$ cat config.mk
export PLATFORM = sky130hd
export DESIGN_NAME = master_sequencer
export DESIGN_NICKNAME = d
export VERILOG_FILES = /design/src/rtl/master_sequencer_pkg.sv /design/src/rtl/master_sequencer_btn_sync.sv /design/src/rtl/master_sequencer.sv
export SDC_FILE = /design/constraint.sdc
export NUM_CORES = 1
export LEC_CHECK = 0
export ABC_AREA = 1
export CORE_MARGIN = 1
export CORE_UTILIZATION = 25
export DETAILED_ROUTE_END_ITERATION = 6
export PLACE_DENSITY = 0.5
export REMOVE_ABC_BUFFERS = 1
export SETUP_SLACK_MARGIN = 0.15
export SYNTH_ARGS = -nofsm -noshare
export SYNTH_HDL_FRONTEND = slang
export SYNTH_SLANG_ARGS = --single-unit
$ cat constraint.sdc
create_clock -name CLK -period 2.5 [get_ports CLK]
set_clock_uncertainty 0.15 [all_clocks]
set_input_delay 0.25 -clock CLK [delete_from_list [all_inputs] [get_ports CLK]]
set_output_delay 0.25 -clock CLK [all_outputs]
set_load 0.02 [all_outputs]
$ cat src/rtl/master_sequencer_pkg.sv
// Shared encodings for the master sequencer: FSM states, phase codes broadcast
// to the sub machines, display-machine status codes and fault codes.
package master_sequencer_pkg;

  localparam logic [2:0] ST_IDLE  = 3'd0;
  localparam logic [2:0] ST_CLEAR = 3'd1;
  localparam logic [2:0] ST_ARM   = 3'd2;
  localparam logic [2:0] ST_RUN   = 3'd3;
  localparam logic [2:0] ST_DONE  = 3'd4;
  localparam logic [2:0] ST_FAULT = 3'd5;

  localparam logic [1:0] MS_IDLE = 2'b00;
  localparam logic [1:0] MS_ARM  = 2'b01;
  localparam logic [1:0] MS_RUN  = 2'b11;
  localparam logic [1:0] MS_END  = 2'b10;

  localparam logic [3:0] SUB_DONE   = 4'hF;
  localparam logic [3:0] SUB_ILL_LO = 4'h9;
  localparam logic [3:0] SUB_ILL_HI = 4'hE;

  localparam logic [1:0] FC_NONE    = 2'b00;
  localparam logic [1:0] FC_WDOG    = 2'b01;
  localparam logic [1:0] FC_ILLEGAL = 2'b10;

  function automatic logic [1:0] master_code(input logic [2:0] st);
    logic [1:0] code;
    case (st)
      ST_ARM:             code = MS_ARM;
      ST_RUN:             code = MS_RUN;
      ST_DONE, ST_FAULT:  code = MS_END;
      default:            code = MS_IDLE;
    endcase
    return code;
  endfunction

  function automatic logic sub_illegal(input logic [3:0] s);
    return (s >= SUB_ILL_LO) && (s <= SUB_ILL_HI);
  endfunction

endpackage

$ cat src/rtl/master_sequencer_btn_sync.sv
// Button conditioner: two-flop synchroniser plus delay flop, rising-edge pulse.
// Edge pulse appears two CLK edges after the input rises; no backpressure.
module btn_sync_edge (
  input  logic CLK,
  input  logic RESET,
  input  logic btn,
  output logic rise
);

  logic s1, s2, s3;

  always_ff @(posedge CLK) begin
    if (RESET) begin
      s1 <= 1'b0;
      s2 <= 1'b0;
      s3 <= 1'b0;
    end else begin
      s1 <= btn;
      s2 <= s1;
      s3 <= s2;
    end
  end

  assign rise = s2 & ~s3;

endmodule

$ cat src/rtl/master_sequencer.sv
// Top-level sequencer for the LED display machine: clear, arm, run, done/fault.
// All outputs registered, changing with the state; inputs are never stalled.
module master_sequencer
  import master_sequencer_pkg::*;
#(
  parameter int SUB_RESET_CYCLES = 4,
  parameter int ARM_CYCLES       = 50000000,
  parameter int WDOG_CYCLES      = 60000000,
  parameter int CNT_W            = 27
) (
  input  logic       CLK,
  input  logic       RESET,
  input  logic       BTN_START,
  input  logic       BTN_ABORT,
  input  logic [3:0] SUB_STATE,
  output logic [1:0] MASTER_STATE,
  output logic       SUB_RESET,
  output logic       BUSY,
  output logic       DONE,
  output logic [1:0] FAULT_CODE,
  output logic [7:0] RUN_COUNT
);

  localparam logic [CNT_W-1:0] SR_LAST   = CNT_W'(SUB_RESET_CYCLES - 1);
  localparam logic [CNT_W-1:0] ARM_LAST  = CNT_W'(ARM_CYCLES - 1);
  localparam logic [CNT_W-1:0] WDOG_LAST = CNT_W'(WDOG_CYCLES - 1);

  logic             start_e, abort_e;
  logic [2:0]       st, st_nxt;
  logic [CNT_W-1:0] cnt, cnt_nxt;
  logic             ret_idle, ret_nxt;
  logic [3:0]       sub_prev;
  logic             sub_same;
  logic [1:0]       fc_nxt;
  logic [7:0]       rc_nxt;
  logic             undecoded;

  btn_sync_edge u_start (.CLK(CLK), .RESET(RESET), .btn(BTN_START), .rise(start_e));
  btn_sync_edge u_abort (.CLK(CLK), .RESET(RESET), .btn(BTN_ABORT), .rise(abort_e));

  assign sub_same = (SUB_STATE == sub_prev);

  always_comb begin
    st_nxt    = st;
    ret_nxt   = ret_idle;
    fc_nxt    = FAULT_CODE;
    rc_nxt    = RUN_COUNT;
    undecoded = 1'b0;
    case (st)
      ST_IDLE: begin
        if (start_e) begin
          st_nxt  = ST_CLEAR;
          ret_nxt = 1'b0;
        end
      end
      ST_CLEAR: begin
        if (cnt == SR_LAST) st_nxt = ret_idle ? ST_IDLE : ST_ARM;
      end
      ST_ARM: begin
        if (abort_e) begin
          st_nxt  = ST_CLEAR;
          ret_nxt = 1'b1;
        end else if (cnt == ARM_LAST) begin
          st_nxt = ST_RUN;
        end
      end
      ST_RUN: begin
        // abort outranks every status the display machine reports
        if (abort_e) begin
          st_nxt  = ST_CLEAR;
          ret_nxt = 1'b1;
        end else if (sub_illegal(SUB_STATE)) begin
          st_nxt = ST_FAULT;
          fc_nxt = FC_ILLEGAL;
        end else if (SUB_STATE == SUB_DONE) begin
          st_nxt = ST_DONE;
          rc_nxt = (RUN_COUNT == 8'hFF) ? RUN_COUNT : RUN_COUNT + 8'd1;
        end else if (sub_same && cnt == WDOG_LAST) begin
          st_nxt = ST_FAULT;
          fc_nxt = FC_WDOG;
        end
      end
      ST_DONE, ST_FAULT: begin
        if (abort_e) begin
          st_nxt  = ST_CLEAR;
          ret_nxt = 1'b1;
        end else if (start_e) begin
          st_nxt  = ST_CLEAR;
          ret_nxt = 1'b0;
        end
      end
      default: begin
        st_nxt    = ST_IDLE;
        undecoded = 1'b1;
      end
    endcase

    if (st_nxt == ST_CLEAR && st != ST_CLEAR) fc_nxt = FC_NONE;

    // one counter serves as phase timer in CLEAR/ARM and stall watchdog in RUN
    if (st_nxt != st)
      cnt_nxt = '0;
    else if (st == ST_RUN)
      cnt_nxt = sub_same ? cnt + CNT_W'(1) : '0;
    else if (st == ST_CLEAR || st == ST_ARM)
      cnt_nxt = cnt + CNT_W'(1);
    else
      cnt_nxt = '0;
  end

  always_ff @(posedge CLK) begin
    if (RESET) begin
      st           <= ST_IDLE;
      cnt          <= '0;
      ret_idle     <= 1'b0;
      sub_prev     <= 4'h0;
      MASTER_STATE <= MS_IDLE;
      SUB_RESET    <= 1'b1;
      BUSY         <= 1'b0;
      DONE         <= 1'b0;
      FAULT_CODE   <= FC_NONE;
      RUN_COUNT    <= 8'd0;
    end else begin
      st           <= st_nxt;
      cnt          <= cnt_nxt;
      ret_idle     <= ret_nxt;
      sub_prev     <= SUB_STATE;
      MASTER_STATE <= master_code(st_nxt);
      SUB_RESET    <= (st_nxt == ST_CLEAR) | undecoded;
      BUSY         <= (st_nxt == ST_CLEAR) | (st_nxt == ST_ARM) | (st_nxt == ST_RUN);
      DONE         <= (st_nxt == ST_DONE);
      FAULT_CODE   <= fc_nxt;
      RUN_COUNT    <= rc_nxt;
    end
  end

endmodule
==> flow_metrics.env, run 1 <==
export IMPL_rrSetupSlack_ns=0.32
export IMPL_vdd_ir_drop_max_mv=0.2604
export IMPL_synth_common_cells="nand2_1, nor2_1, dfxtp_1"
export IMPL_max_freq_mhz=458.1
export IMPL_synthTopCellsByArea="dfxtp_1, nand2_1, nor2_1"
export IMPL_cts_max_level=2
export IMPL_p_leak_nw=1.474
export IMPL_timing_rr_end="cnt[9]$_SDFF_PP0_"
export IMPL_dpl_hpwl_mm=5.639
export IMPL_antenna_found_initial=0
export IMPL_timing_final_ws_setup_ns=0.3169
export IMPL_ant_nets=0
export IMPL_tns_ns=0
export IMPL_initial_core_util_pct=25.87
export IMPL_max_slew_margin_rel_pct=70.49
export IMPL_max_cap_violations=0
export IMPL_cp_end_kind="flip-flop"
export IMPL_final_util_pct=32.17
export IMPL_boundaryPins=23
export IMPL_power_density_nw_per_um2=472.1
export IMPL_crit_path_cell_trace="nand2_1, nor2_2, inv_2, a21oi_2, o21ai_1, nor2_2, nand2_8, clkbuf_16, nor3_2"
export IMPL_synthToLayoutAreaGrowth_pct=24.36
export IMPL_cp_arrival_ns=2.27
export IMPL_clockBufferDepth=2
export IMPL_antenna_cells=0
export IMPL_path_buf_inv=2
export IMPL_clk_latency_ns=0.30
export IMPL_drive_above_1_share_pct=18.18
export IMPL_outcome="finished clean"
export IMPL_dieArea_um2=12980
export IMPL_synth_avg_cell_area_um2=6.886
export IMPL_drv_slew=0
export IMPL_rr_worst_depth=9
export IMPL_place_gp_congestion=0.8783
export IMPL_cts_root_buf="clkbuf_16"
export IMPL_r2r_start="st[1]$_SDFF_PP0_"
export IMPL_numPortBuffers=22
export IMPL_yosys_warnings=0
export IMPL_routed_wirelength_mm=7.969
export IMPL_core_area_um2=12110
export IMPL_via_per_inst=4.483
export IMPL_setup_viol=0
export IMPL_drt_first_pass_iters=4
export IMPL_synthArstFlopShare_pct=0
export IMPL_drt_first_iter_violations=104
export IMPL_crit_top_cell="nor2_2"
export IMPL_critPathLaunchType="flip-flop"
export IMPL_yosys_area_top_type="dfxtp_1"
export IMPL_yosysTopAreaCellShare_pct=35.78
export IMPL_cts_sinks=56
export IMPL_core_rowCount=40
export IMPL_ys_ff_latch=56
export IMPL_dp_slack_ns=0.1543
export IMPL_startpoint="st[1]$_SDFF_PP0_"
export IMPL_rsz0062_at_grt="yes"
export IMPL_wl_per_cell_um=12.02
export IMPL_drcViolationCount=0
export IMPL_clk_pin_slew_worst_paths_ns=0.08
export IMPL_slowest_delay_ns=0.52
export IMPL_path_class="reg -> reg"
export IMPL_netlist_area_um2=3133
export IMPL_overflow=0
export IMPL_num_vias=2972
export IMPL_cts_buffers=5
export IMPL_fin_nets=504
export IMPL_crit_path_max_fanout=9
export IMPL_fin_crit_ns=2.183
export IMPL_grt_pass1_vias=2893
export IMPL_whs_endpoint="u_abort.s2$_SDFF_PP0_"
export IMPL_cts_tree="yes"
export IMPL_hold_viol_final=0
export IMPL_crit_required_ns=2.58
export IMPL_die_w_um=113.9
export IMPL_hold_start="u_abort.s1$_SDFF_PP0_"
export IMPL_cpLargestDelayFamily="simple AND/OR/NAND/NOR gates"
export IMPL_die_y_um=113.9
export IMPL_yosysUniqueCellTypes=39
export IMPL_synthCells=455
export IMPL_critPathSlowestCell="dfxtp_1"
export IMPL_hold_path_cell_count=2
export IMPL_synth_top_flop_cell="dfxtp_1"
export IMPL_worstMarginPinSlew_ns=0.4410
export IMPL_ys_seq_area_share_pct=35.78
export IMPL_grt_pass1_wl_mm=13.28
export IMPL_fillers=1376
export IMPL_synth_most_common_cell="nand2_1"
export IMPL_synth_edff_count=0
export IMPL_hold_class="reg -> reg"
export IMPL_timing_final_crit_share_pct=87.32
export IMPL_grt_max_degree=28
export IMPL_track_usage_pct=12.73
[report_power, final]
group          leakage (nW)  switching [W]  internal, W
combinational         0.949       0.000101    0.0000801
sequential            0.454     0.00000500     0.000902
clock                0.0708       0.000371     0.000380
total                  1.47       0.000477      0.00136
[per-layer routing]
| metal | part of all wire, % | vias up | track usage (%) |
|---|---|---|---|
| met2 | 49 | 45 | 22.18 |
| li1 | - | 1556 | - |
| met4 | 1.6 | 0 | 4.675 |
| met3 | 2.6 | 11 | 2.072 |
| met1 | 47 | 1360 | 15.75 |
| met5 | 0 | - | 0 |
[cells in the final DEF, fill, tap and decap left out, types with 3 or more instances in the layout]
master,instances
o21ai_1,4
o21ai_0,12
clkdlybuf4s50_1,22
dfxtp_1,55
nand2_1,99
inv_1,50
nand4_1,15
clkbuf_16,7
a21oi_1,11
nor3_1,16
nor2_4,4
nor3_2,22
buf_12,3
nand2_2,4
nor2_1,60
nand3_1,45
buf_4,12
nor2_2,8
inv_2,12
or2_2,4
[registers in the layout (all words and copies together) (netlist names)]
name / count
FAULT_CODE: 2
u_start.s3: 1
u_start.s2: 1
SUB_RESET: 1
u_abort.s1: 1
DONE: 1
u_abort.s3: 1
MASTER_STATE: 2
RUN_COUNT: 8
u_start.s1: 1
ret_idle: 1
u_abort.s2: 1
sub_prev: 4
BUSY: 1
cnt: 27
st: 3
[cell families after synthesis]
| group | Yosys count | synth area share (%) |
|---|---|---|
| AOI/OAI and AO/OA | 34 | 6.071 |
| xor gates and xnor gates | 3 | 0.8388 |
| adders and majority gates | 2 | 0.7986 |
| buffers and inverters | 72 | 9.624 |
| DFF | 56 | 35.78 |
| and+or+nand+nor | 288 | 46.89 |
[final cells by class]
type | count | area [µm²] | area share [%]
clock buffers | 5 | 125.1 | 3.211
flip-flops and latches | 56 | 1122 | 28.81
inverters | 64 | 240.2 | 6.166
well taps | 168 | 210.2 | 5.395
multi-input cells | 328 | 1753 | 44.99
clock inverters | 3 | 25.02 | 0.6423
repair buffers | 39 | 420.4 | 10.79
[what timing repair did]
| item | 4_1_cts | 5_1_grt |
|---|---|---|
| gates resized for setup | 0 | 8 |
| hold buffers | 0 | 0 |
| setup buffers | 0 | 6 |
| setup endpoints to repair | 0 | 24 |
[through the flow]
step	cells	total power [W]	hold slack, ns	cell area, µm²
global placement	646	0.001075	0.2398	3607
floorplan	447	0.001009	0.1691	3072
CTS	654	0.001825	0.2574	3757
finish	663	0.001839	0.2549	3896
detailed placement	646	0.001079	0.2461	3607
global route	663	0.001904	0.2739	3896
[how the worst max path moves through the flow]
| stage | endpoint | cells past startpoint | slack (ns) |
|---|---|---|---|
| floorplan | cnt[18]$_SDFF_PP0_ | 11 | 0.58 |
| global placement | cnt[18]$_SDFF_PP0_ | 12 | 0.23 |
| detailed placement | cnt[18]$_SDFF_PP0_ | 12 | 0.15 |
| CTS | cnt[18]$_SDFF_PP0_ | 13 | 0.17 |
| global route | cnt[22]$_SDFF_PP0_ | 9 | 0.15 |
| finish | cnt[9]$_SDFF_PP0_ | 9 | 0.32 |
[worst reg2reg max path, stage by stage (launching register included)]
cell and delay (ns):
dfxtp_1 0.52, nand2_1 0.14, nor2_2 0.19, inv_2 0.08, a21oi_2 0.18, o21ai_1 0.09
nor2_2 0.30, nand2_8 0.11, clkbuf_16 0.20, nor3_2 0.15
No activity file was read; power rests on OpenSTA's default activity.
==> run 2: changes to the inputs <==
--- a/config.mk
+++ b/config.mk
@@ -8,2 +8,3 @@
 export ABC_AREA = 1
+export CORE_ASPECT_RATIO = 0.6
 export CORE_MARGIN = 1
@@ -11,2 +12,3 @@
 export DETAILED_ROUTE_END_ITERATION = 6
+export GPL_TIMING_DRIVEN = 0
 export PLACE_DENSITY = 0.5
--- a/constraint.sdc
+++ b/constraint.sdc
@@ -4,2 +4,2 @@
 set_output_delay 0.25 -clock CLK [all_outputs]
-set_load 0.02 [all_outputs]
+set_load 0.01 [all_outputs]
==> run 2 against run 1 <==
  * First-iteration DRC count is 87% higher
  * Power is 1.6% higher
  * Worst setup slack worse by 0.036 ns
  * Clock power is 4.8% higher
  * Flip-flop and latch count stayed put
  * Sequential power hardly changed
  * Critical endpoint is now cnt[22]$_SDFF_PP0_
  * Largest power group unchanged
==> flow_metrics.env, run 2 (synthesis gave the netlist of run 1 again) <==
export IMPL_hold_slack_ns=0.2510
export IMPL_slowest_delay_ns=0.73
export IMPL_critPathLaunchType="input pin"
export IMPL_r2r_start="st[1]$_SDFF_PP0_"
export IMPL_wl_per_cell_um=13.44
export IMPL_drcViolationCount=0
export IMPL_antenna_found_initial=0
export IMPL_whs_endpoint="u_start.s2$_SDFF_PP0_"
export IMPL_grt_max_degree=28
export IMPL_die_y_um=88.72
export IMPL_grt_pass1_vias=2574
export IMPL_cts_max_level=2
export IMPL_cts_buffers=5
export IMPL_rrSetupSlack_ns=0.29
export IMPL_fillers=1286
export IMPL_dp_slack_ns=-0.4016
export IMPL_largestRegisters="cnt (27), RUN_COUNT (8), sub_prev (4)"
export IMPL_vdd_ir_drop_max_mv=0.2472
export IMPL_drt_first_pass_iters=5
export IMPL_dieArea_um2=13000
export IMPL_cts_root_buf="clkbuf_16"
export IMPL_dpl_hpwl_mm=5.853
export IMPL_core_rowCount=31
export IMPL_antenna_cells=0
export IMPL_drive_above_1_share_pct=17.66
export IMPL_path_class="in -> reg"
export IMPL_outcome="finished clean"
export IMPL_power_density_nw_per_um2=478.7
export IMPL_drt_first_iter_violations=194
export IMPL_core_area_um2=12140
export IMPL_drv_slew=0
export IMPL_fin_crit_ns=2.219
export IMPL_track_usage_pct=13.32
export IMPL_crit_required_ns=2.53
export IMPL_rr_worst_depth=8
export IMPL_routed_wirelength_mm=8.760
export IMPL_cts_sinks=56
export IMPL_hold_viol_final=0
export IMPL_fin_cells=652
export IMPL_timing_final_crit_share_pct=88.78
export IMPL_max_slew_margin_rel_pct=45.34
export IMPL_cts_tree="yes"
export IMPL_max_cap_violations=0
export IMPL_place_gp_congestion=0.8416
export IMPL_layout_commonest_cell="nand2_1"
export IMPL_largest_register="cnt"
export IMPL_overflow=0
export IMPL_synthToLayoutAreaGrowth_pct=24.56
export IMPL_worstMarginPinSlew_ns=0.8200
export IMPL_grt_pass1_wl_mm=13.37
export IMPL_via_per_inst=4.598
export IMPL_die_w_um=146.5
export IMPL_dpl_cell_count=634
export IMPL_largest_register_ffs=27
export IMPL_cpLargestDelayFamily="buffers and inverters"
export IMPL_clk_latency_ns=0.29
export IMPL_crit_path_cell_trace="dlygate4sd2_1, clkinv_1, o21ai_1, nor2_4, buf_12, nand2_4, nor3_1"
export IMPL_layout_common_cells="nand2_1, nor2_1, dfxtp_1"
export IMPL_critPathSlowestCell="dlygate4sd2_1"
export IMPL_rsz0062_at_grt="no"
export IMPL_setup_viol=0
export IMPL_crit_path_max_fanout=20
export IMPL_hold_class="reg -> reg"
export IMPL_cts_hold_buf=0
export IMPL_timing_final_ws_setup_ns=0.2806
export IMPL_numPortBuffers=22
export IMPL_path_buf_inv=3
export IMPL_num_vias=2998
export IMPL_hold_start="u_start.s1$_SDFF_PP0_"
export IMPL_boundaryPins=23
export IMPL_p_leak_nw=1.462
export IMPL_clockBufferDepth=2
export IMPL_initial_core_util_pct=25.81
export IMPL_timing_rr_end="cnt[9]$_SDFF_PP0_"
export IMPL_hold_path_cell_count=2
export IMPL_tns_ns=0
export IMPL_cp_arrival_ns=2.25
export IMPL_clk_pin_slew_worst_paths_ns=0.07
export IMPL_ant_nets=0
export IMPL_cp_end_kind="flip-flop"
export IMPL_total_power_w=0.001868
export IMPL_max_freq_mhz=450.6
export IMPL_fin_nets=496
-- run 2: changes by cell type in the layout (fill, tap and decap cells not counted), sizes merged --
cell	delta
buf	-11
nand3	+3
inv	-2
bufinv	+1
clkbuf	-1
clkdlybuf4s50	-1
clkinv	+1
clkinvlp	-1
dlygate4sd2	+1
nand2	+1
nor3	+1
-- run 2: layer usage --
metal	share of wire (%)	GRT usage, %	vias up
met3	6.7	2.320	4
met4	0.88	3.693	0
met1	55	20.82	1355
met5	0	0	-
li1	-	-	1551
met2	38	18.10	88
-- run 2: repair_timing --
item | in CTS | in global routing
buffers inserted | 0 | 4
setup endpoints to repair | 27 | 32
pin swaps | 1 | 12
cloned | 2 | 4
hold endpoints to repair | 0 | 0
resized for setup | 4 | 20
-- run 2: worst max-delay path by stage --
stage | start | to | slack, ns | cells after the start
2_1_floorplan | cnt[0]$_SDFF_PP0_ | cnt[18]$_SDFF_PP0_ | 0.58 | 11
3_3_place_gp | RESET | cnt[18]$_SDFF_PP0_ | -0.43 | 6
3_5_place_dp | RESET | cnt[20]$_SDFF_PP0_ | -0.40 | 6
4_1_cts | cnt[1]$_SDFF_PP0_ | cnt[25]$_SDFF_PP0_ | 0.17 | 12
5_1_grt | RESET | cnt[25]$_SDFF_PP0_ | 0.11 | 7
6_report | RESET | cnt[22]$_SDFF_PP0_ | 0.28 | 7
-- run 2: area by class of cell --
| type | instances | area, µm² | area share (%) |
|---|---|---|---|
| clock buffers | 6 | 128.9 | 3.302 |
| inverters | 64 | 240.2 | 6.156 |
| well taps | 165 | 206.4 | 5.290 |
| repair buffers | 26 | 274.0 | 7.021 |
| multi-input cells | 333 | 1894 | 48.54 |
| clock inverters | 2 | 35.03 | 0.8977 |
| flip-flops and latches | 56 | 1124 | 28.79 |
-- run 2: worst min-delay path, stage by stage (launching register included) --
cell and delay, ns:
dfxtp_1 0.30, inv_1 0.04, nor2_1 0.03
-- run 2: power breakdown --
part,leakage (nW),internal [W],switching (W)
combinational,0.926,0.0000596,0.000113
clock,0.0808,0.000472,0.000315
sequential,0.455,0.000902,0.00000545
total,1.46,0.00143,0.000434
-- run 2: metrics by stage --
stage / instance area [µm²] / utilization [%]
after floorplan: 3072 / -
final: 3902 / 32.14
after CTS: 3704 / 30.51
after detailed placement: 3498 / 28.82
after global routing: 3902 / 32.14
after global placement: 3498 / 28.82
==> run 3: changes to the inputs <==
CORE_MARGIN = 3   (was 1)
SKIP_LAST_GASP = 1   (was unset)
==> run 3 against run 2 <==
  * Final area up 1.1%
  * Critical path depth up 5
  * Combinational power is 8% higher
  * Die area grew 7.4%
  * Global-route usage fell by 0.57 points
  * Register-to-register slack about the same
  * First-iteration DRC count is 41% higher
  * Sequential power about the same
  * Wire length is 4.1% higher
  * Core utilization up 1.4 points
  * Maximum frequency rose by 1.0%
  * Critical endpoint is now cnt[25]$_SDFF_PP0_
  * Highest routed layer unchanged
==> flow_metrics.env, run 3 (synthesis gave the netlist of run 1 again) <==
export IMPL_outcome="finished clean"
export IMPL_dieArea_um2=13960
export IMPL_dpl_hpwl_mm=5.935
export IMPL_worstMarginPinSlew_ns=0.7630
export IMPL_synthToLayoutAreaGrowth_pct=25.92
export IMPL_die_w_um=150.5
export IMPL_endpoint="cnt[25]$_SDFF_PP0_"
export IMPL_cp_arrival_ns=2.24
export IMPL_grt_max_degree=28
export IMPL_numPortBuffers=22
export IMPL_setup_viol=0
export IMPL_grt_pass1_vias=2631
export IMPL_rsz0062_at_grt="yes"
export IMPL_power_density_nw_per_um2=465.8
export IMPL_track_usage_pct=12.75
export IMPL_crit_path_max_fanout=6
export IMPL_top_layer="met4"
export IMPL_overflow=0
export IMPL_layout_commonest_cell="nand2_1"
export IMPL_layout_common_cells="nand2_1, nor2_1, dfxtp_1"
export IMPL_vdd_ir_drop_max_mv=0.2440
export IMPL_fin_cells=653
export IMPL_wl_per_cell_um=13.96
export IMPL_initial_core_util_pct=26.67
export IMPL_hold_class="reg -> reg"
export IMPL_via_per_inst=4.703
export IMPL_dr_wl_met2_mm=3.222
export IMPL_num_vias=3071
export IMPL_grt_pass1_wl_mm=13.97
export IMPL_cts_max_level=2
export IMPL_crit_required_ns=2.54
export IMPL_p_leak_nw=1.484
export IMPL_total_power_w=0.001838
export IMPL_drcViolationCount=0
export IMPL_core_area_um2=11750
export IMPL_finalInstanceArea_um2=3945
export IMPL_fin_crit_ns=2.197
export IMPL_max_freq_mhz=455.2
export IMPL_cp_end_kind="flip-flop"
export IMPL_largest_register_ffs=27
export IMPL_largestRegisters="cnt (27), RUN_COUNT (8), sub_prev (4)"
export IMPL_startpoint="cnt[0]$_SDFF_PP0_"
export IMPL_cts_root_buf="clkbuf_16"
export IMPL_boundaryPins=23
export IMPL_dpl_cell_count=629
export IMPL_largest_register="cnt"
export IMPL_rr_worst_depth=12
export IMPL_die_y_um=92.72
export IMPL_cts_sinks=56
export IMPL_timing_final_crit_share_pct=87.87
export IMPL_drt_first_iter_violations=273
export IMPL_core_rowCount=30
export IMPL_routed_wirelength_mm=9.117
export IMPL_fin_nets=502
export IMPL_max_slew_margin_rel_pct=49.13
export IMPL_ant_nets=0
export IMPL_cts_tree="yes"
export IMPL_clockBufferDepth=2
export IMPL_route_met3_wl_um=570
export IMPL_drive_above_1_share_pct=19.07
export IMPL_drt_met1_wl_mm=5.221
export IMPL_dpl_instance_area_um2=3492
export IMPL_antenna_cells=0
export IMPL_hold_viol_final=0
export IMPL_max_cap_violations=0
export IMPL_clk_pin_slew_worst_paths_ns=0.07
export IMPL_clk_latency_ns=0.30
export IMPL_rrSetupSlack_ns=0.30
export IMPL_cts_buffers=5
export IMPL_r2r_start="cnt[0]$_SDFF_PP0_"
export IMPL_path_class="reg -> reg"
export IMPL_timing_rr_end="cnt[25]$_SDFF_PP0_"
export IMPL_drt_first_pass_iters=5
export IMPL_critPathLaunchType="flip-flop"
export IMPL_drv_slew=0
export IMPL_place_gp_congestion=0.8670
export IMPL_antenna_found_initial=0
export IMPL_cts_hold_buf=0
-- run 3: cell types whose count changed in the layout (fill, tap and decap cells not counted), sizes merged --
cell / previous run / this run
clkinvlp: 0 / 2
bufinv: 1 / 0
nand2: 106 / 107
nand3: 51 / 50
clkinv: 3 / 2
buf: 4 / 10
-- run 3: where the power goes --
group,internal [W],switching [W]
clock network,0.000400,0.000343
logic,0.0000707,0.000117
registers,0.000902,0.00000538
total,0.00137,0.000465
-- run 3: cell type report --
type	count	area, µm²
timing repair buffer	32	344.1
inverter	64	240.2
clock inverter	2	15.01
sequential	56	1125
clock buffer	6	138.9
tap	160	200.2
multi-input combinational	333	1882
fill	1243	7804
-- run 3: how the worst min path moves through the flow --
stage | startpoint | endpoint | slack [ns] | cells past startpoint
final | u_start.s1$_SDFF_PP0_ | u_start.s2$_SDFF_PP0_ | 0.26 | 2
after global routing | u_start.s1$_SDFF_PP0_ | u_start.s2$_SDFF_PP0_ | 0.29 | 2
after CTS | u_abort.s1$_SDFF_PP0_ | u_abort.s2$_SDFF_PP0_ | 0.26 | 2
after detailed placement | u_abort.s1$_SDFF_PP0_ | u_abort.s2$_SDFF_PP0_ | 0.25 | 2
after global placement | u_abort.s1$_SDFF_PP0_ | u_abort.s2$_SDFF_PP0_ | 0.24 | 2
after floorplan | RESET | MASTER_STATE[1]$_SDFF_PP0_ | 0.17 | 1
-- run 3: stage by stage --
stage	util, %	TNS [ns]	hold WS [ns]	setup WS [ns]
5_1_grt	33.58	0	0.2875	0.1422
2_1_floorplan	-	0	0.1691	0.5757
3_3_place_gp	29.72	-8.301	0.2404	-0.3225
6_report	33.58	0	0.2560	0.3032
3_5_place_dp	29.72	-9.404	0.2495	-0.3701
4_1_cts	31.31	0	0.2607	0.1498
-- run 3: routing by layer --
| metal | up-vias | track usage (%) |
|---|---|---|
| li1 | 1556 | - |
| met1 | 1420 | 21.27 |
| met2 | 87 | 15.54 |
| met3 | 8 | 2.689 |
| met4 | 0 | 3.425 |
| met5 | - | 0 |
-- run 3: critical path: stages, from the launching register on --
cell and delay, ns:
dfxtp_1 0.35, ha_1 0.17, inv_1 0.10, nor2_4 0.15
nand2_2 0.10, nor2_2 0.13, nand3_1 0.13, nand3_2 0.12
nand2_2 0.08, nand2_2 0.10, nand3_4 0.23, nand2_8 0.22
nor3_2 0.06
-- run 3: repair_timing --
item                       in CTS  in global routing
gates resized for setup         3                 20
gates cloned                    2                  4
setup endpoints to repair      27                 32
pin swaps                       1                 11
buffers inserted                0                 10
